**config.mk**
```make
export PLATFORM = sky130hd
export DESIGN_NAME = param_counter
export DESIGN_NICKNAME = d
export VERILOG_FILES = /design/src/rtl/param_counter.sv
export SDC_FILE = /design/constraint.sdc
export NUM_CORES = 1
export LEC_CHECK = 0
export BUFFER_PORTS_ARGS = -buffer_cell sky130_fd_sc_hd__buf_2
export CORE_MARGIN = 5
export CORE_UTILIZATION = 27
export CTS_CLUSTER_SIZE = 14
export DETAILED_ROUTE_END_ITERATION = 12
export GPL_TIMING_DRIVEN = 0
export HOLD_SLACK_MARGIN = 0.08
export SYNTH_ARGS = -nofsm -noshare
export SYNTH_HDL_FRONTEND = slang
export SYNTH_SLANG_ARGS = --single-unit
export TNS_END_PERCENT = 50
```
**constraint.sdc**
```tcl
create_clock -name clk -period 2.71 [get_ports clk]
set_clock_uncertainty 0.2 [all_clocks]
set_input_delay 0.813 -clock clk [delete_from_list [all_inputs] [get_ports clk]]
set_output_delay 0.813 -clock clk [all_outputs]
set_load 0.03 [all_outputs]
```
**src/rtl/param_counter.sv**
```systemverilog
// Parameterised up/down modulo counter with wrap or saturate boundary mode,
// one-cycle terminal-count pulse and a sticky boundary-event flag.
module param_counter #(
    parameter int unsigned      WIDTH = 4,
    parameter longint unsigned  MOD   = 16,
    parameter int unsigned      SAT   = 0
) (
    input  logic             clk,
    input  logic             rst,
    input  logic             clr,
    input  logic             load,
    input  logic [WIDTH-1:0] load_val,
    input  logic             en,
    input  logic             up,
    output logic [WIDTH-1:0] cnt,
    output logic             tc,
    output logic             ovf
);

    // The modulus can reach 2**WIDTH, so the top count is formed from a 64-bit parameter.
    localparam logic [WIDTH-1:0] MAXV = WIDTH'(MOD - 64'd1);
    localparam logic [WIDTH-1:0] ONE  = WIDTH'(1);

    logic [WIDTH-1:0] r_cnt;
    logic             r_tc;
    logic             r_ovf;

    logic             w_boundary;
    logic [WIDTH-1:0] w_step;
    logic [WIDTH-1:0] w_wrap;
    logic [WIDTH-1:0] w_load;

    always_comb begin
        w_boundary = up ? (r_cnt == MAXV) : (r_cnt == '0);
        w_step     = up ? (r_cnt + ONE) : (r_cnt - ONE);
        w_wrap     = up ? '0 : MAXV;
        w_load     = (load_val > MAXV) ? MAXV : load_val;
    end

    always_ff @(posedge clk) begin
        if (rst || clr) begin
            r_cnt <= '0;
            r_tc  <= 1'b0;
            r_ovf <= 1'b0;
        end else if (load) begin
            r_cnt <= w_load;
            r_tc  <= 1'b0;
        end else if (en) begin
            if (w_boundary) begin
                // Saturating mode simply leaves the count at its limit.
                if (SAT == 0) begin
                    r_cnt <= w_wrap;
                end
                r_tc  <= 1'b1;
                r_ovf <= 1'b1;
            end else begin
                r_cnt <= w_step;
                r_tc  <= 1'b0;
            end
        end else begin
            r_tc <= 1'b0;
        end
    end

    assign cnt = r_cnt;
    assign tc  = r_tc;
    assign ovf = r_ovf;

endmodule

```
# == Yosys cells after proc, flatten, opt, wreduce, memory -nomap -nowiden ==
# Index checks and enable logic that the tools add are counted.
# W data, S select, Z words.
# word_totals
ff_bits,6
inputBits,10
out_inout_bits,6
elab_cells,22
# op_classes
n_addsub,2
order_cmp,1
eq_ne,1
muxes,8
bitwise,2
n_reduce_logical,5
# ops
cell,n
$mux W4,6
$add A4 B1 Y4 const B,1
$eq A4 B4 Y1 const B,1
$gt A4 B4 Y1 const B,1
$logic_not A4 Y1,1
$sub A4 B1 Y4 const B,1
$reduce_and A3 Y1,1
$reduce_or A3 Y1,1
$mux W1,2
$not A1 Y1,2
$reduce_bool A2 Y1,1
$logic_or A1 B1 Y1,1

# == Longest topological paths before layout ==
# logic_depth
depth_word,5
ltp_mapped,6
mapped_depth_nobuf,6

# == Worst setup path before layout ==
# No wires, ideal clock.
# synth_path
kind,input port to flip-flop
startpoint,input up
endpoint,register r_cnt[3] (netlist: cnt[3])
setup_ns,0.118
arrival_time_ns,1.707
required_ns,2.392
setup_slack_ns,0.684
path_stages,6
path_cell_list,inv_1 ha_1 a21o_2 a21oi_1 xnor2_1 o21ai_1
# synth_via
elab_chain_len,4
elab_cells_between_ends,6
cone_classes,6 x mux
# synth_lines
element,line,rtl
from (decl),14,"input logic up,"
"$mux W4, or another cell as far along",35,w_step = up ? (r_cnt + ONE) : (r_cnt - ONE);
$mux W4 (*),49,if (w_boundary) begin
$mux W4 (*),48,end else if (en) begin
$mux W4 (*),45,end else if (load) begin
to (signal assigned),46,r_cnt <= w_load;
to (signal assigned),52,r_cnt <= w_wrap;
to (signal assigned),57,r_cnt <= w_step;
to (decl),24,logic [WIDTH-1:0] r_cnt;
# Mark *: on every way between the ends. The rest lies on a longest branch, timed or not. The select of a mux whose other input is x is not followed.
# A chain may end at the register's enable or synchronous reset.

# == Final worst setup path ==
# Same ends and word-level chain as after synthesis.

==> summary.txt <==
clk buf depth = 2
minimum clock period = 2020 ps
Worst EP arrival = 1950 ps
Placed Instances = 78
row count = 14
register bit total from synthesis = 6
fin crit share = 74.5%
Net Sw Frac = 29.4%
clock power share = 33.2%
WP buf/inv = 2
leakage = 0.244 nW
Via Count = 382
routability cong. = 0.734
synth unique cells = 28
Pins Over Slew Limit = 0
WL/cell = 10.9 um
global route overflow = 0
part of the power in combinational logic = 25.6%
CP max stage delay = 300 ps
synthesized area per cell = 8.55 um^2
hold_buf cts = 0
die area = 2400 um^2
area of the mapped netlist = 410 um^2
HP Start = ovf
final wirelength = 881 um
Crit Reg-Reg Endpoint = cnt[3]
Num CTS Buffers = 3
Fin. Hold Viols = 0
CP max stage cell = ha_1
crit path cell chain = buf_2 > inv_1 > ha_1 > a21o_2 > a21oi_1 > xnor2_1 > o21ai_1
Post-synth top cells = 6 x a21oi_1, 6 x dfxtp_1, 3 x nor2_1
Power Dens Cells = 465 nW/um^2
antenna diode count = 0
Core Region = 1470 um^2
Crit. End Element = flop
Seq pwr share = 41.2%
HPWL after detailed placement = 744 um
htree depth = 1
number of setup violations in the final report = 0
Post-CTS Repair Setup Buffers = 0
area growth from synthesis to layout = 27.4%
CTS tree = yes
R2R Setup Slk = 1090 ps
status = completed
Psw = 71.5 uW
initial antenna violation count = 0
Crit Path Class = input pin to flop
synthesis warning total = 0
Port Buffers = 14
Crit Path Max Fanout = 5
Layout Cells excl Fill = 81
Post-synth EDFFs = 0
Die Height = 49.0 um
largest net degree at the start of global routing = 10
clk_lat worst skew = 240 ps
clk sink count = 6
synth top area cells = dfxtp_1 29%, a21oi_1 7.3%, ha_1 6.1%, fa_1 4.9%, xnor2_1 4.3%
total track usage = 8.33%
Starting Density = 27.9%
Die W = 49.0 um
Required @ worst endpoint = 2640 ps
# DRC = 0
worst min path class = flop to flop
IO Pins = 16
ys async rst share = 0%
Slew HR = 79.5%
peak supply drop = 0.126 mV
cell depth of the worst hold path = 2
register area share after synthesis = 29.3%
Top FF cell, synth = dfxtp_1
first-pass GRT wire length = 1540 um
CP startpoint kind = input pin
Peak Freq = 495 MHz
CP delay by family, top = compound AO/OA/AOI/OAI gates
Syn Inst Count = 48
RSZ-0062 raised after global routing = no
Worst-Margin Slew = 308 ps
Pre-antenna DRT Iters = 4
layout cells sized above 1 = 40.0%
Root Buffer Master = clkbuf_4
Reg2Reg Depth = 5
internal power = 172 uW
top cell type's share of synthesized area = 29.3%
# Max-Cap Violations = 0
Iteration-0 DRC Markers = 4
Net Count, Synth = 61
most area-hungry cell type in the Yosys netlist = dfxtp_1
number of global-route vias before repair = 354
Clk pin slew, worst setup/hold paths = 40 ps
antenna-violating nets left = 0
post-DR vias/cell = 4.72
r2r startpoint = cnt[1]
final net count = 80
fillcell total = 169
post-route setup TNS = 0 ps
post_cts resized = 0
WHS Endpoint = ovf
worst min-delay path, delay by kind of cell (launching register included):
| kind | cells | cell delay, ps |
|---|---|---|
| DFF | 1 | 300 |
| buffers and inverters | 1 | 60 |
| AOI/OAI and AO/OA | 1 | 40 |
per-stage QoR:
step	area (um^2)	hold slack [ps]	total power, mW	worst slack, ps	utilization [%]
final	523	246	0.243	691	35.5
after global routing	523	269	0.263	620	35.5
after global placement	500	239	0.163	467	34.0
after detailed placement	500	241	0.165	443	34.0
after floorplan	410	381	0.146	684	-
after CTS	523	249	0.246	691	35.5
flip-flops by register name, indices dropped and copies added, names as in the netlist:
signal and flops:
cnt 4, ovf 1, tc 1
power groups by stage:
stage | clock, mW | sequential, mW | combinational, mW
2_1_floorplan | 0 | 0.109 | 0.0368
3_3_place_gp | 0 | 0.102 | 0.0616
3_5_place_dp | 0 | 0.102 | 0.0626
4_1_cts | 0.0829 | 0.100 | 0.0629
5_1_grt | 0.0921 | 0.101 | 0.0701
6_report | 0.0808 | 0.100 | 0.0621
layer usage:
metal,part of all wire (%),global-route usage [%],vias to the layer above
met4,0,4.04,0
met3,7.8,4.89,0
met1,43,9.56,169
li1,-,-,202
met5,0,0,-
met2,49,12.2,11
cells by family (layout without fill, tap and decap cells):
logic type	Yosys count	after routing	share of synthesized area, %
compound gates	13	13	19.2
xor+xnor	4	4	8.54
fa+ha+maj	3	3	11.0
buf+inv	4	21	4.57
flops	6	6	29.3
simple gates	18	18	27.4
cell type report:
type,count,area (um^2),area share [%]
inverter,2,7.51,1.44
clock buffer,3,22.5,4.31
tap,16,20.0,3.83
sequential,6,120,23.0
buffer,2,11.3,2.15
timing repair buffer,14,70.1,13.4
multi-input combinational,38,272,51.9
worst max path at each step:
| stage | cells after the start | to | slack (ps) | startpoint |
|---|---|---|---|---|
| 3_5_place_dp | 7 | cnt[3] | 440 | up |
| 4_1_cts | 7 | cnt[3] | 690 | up |
| 6_report | 7 | cnt[3] | 690 | up |
| 2_1_floorplan | 6 | cnt[3] | 680 | up |
| 5_1_grt | 7 | cnt[3] | 620 | up |
| 3_3_place_gp | 7 | cnt[3] | 470 | up |
placed cells by master (no fill, tap or decap), types with 2 or more instances in the layout:
cell type   n
nor3b_1     2
o22ai_1     2
dfxtp_1     6
xnor2_1     2
nor3_1      2
nand2_1     2
xor2_1      2
nor2_1      3
a21oi_1     6
clkbuf_4    3
buf_2      14
ha_1        2
inv_1       2
No activity file was read; power rests on OpenSTA's default activity.
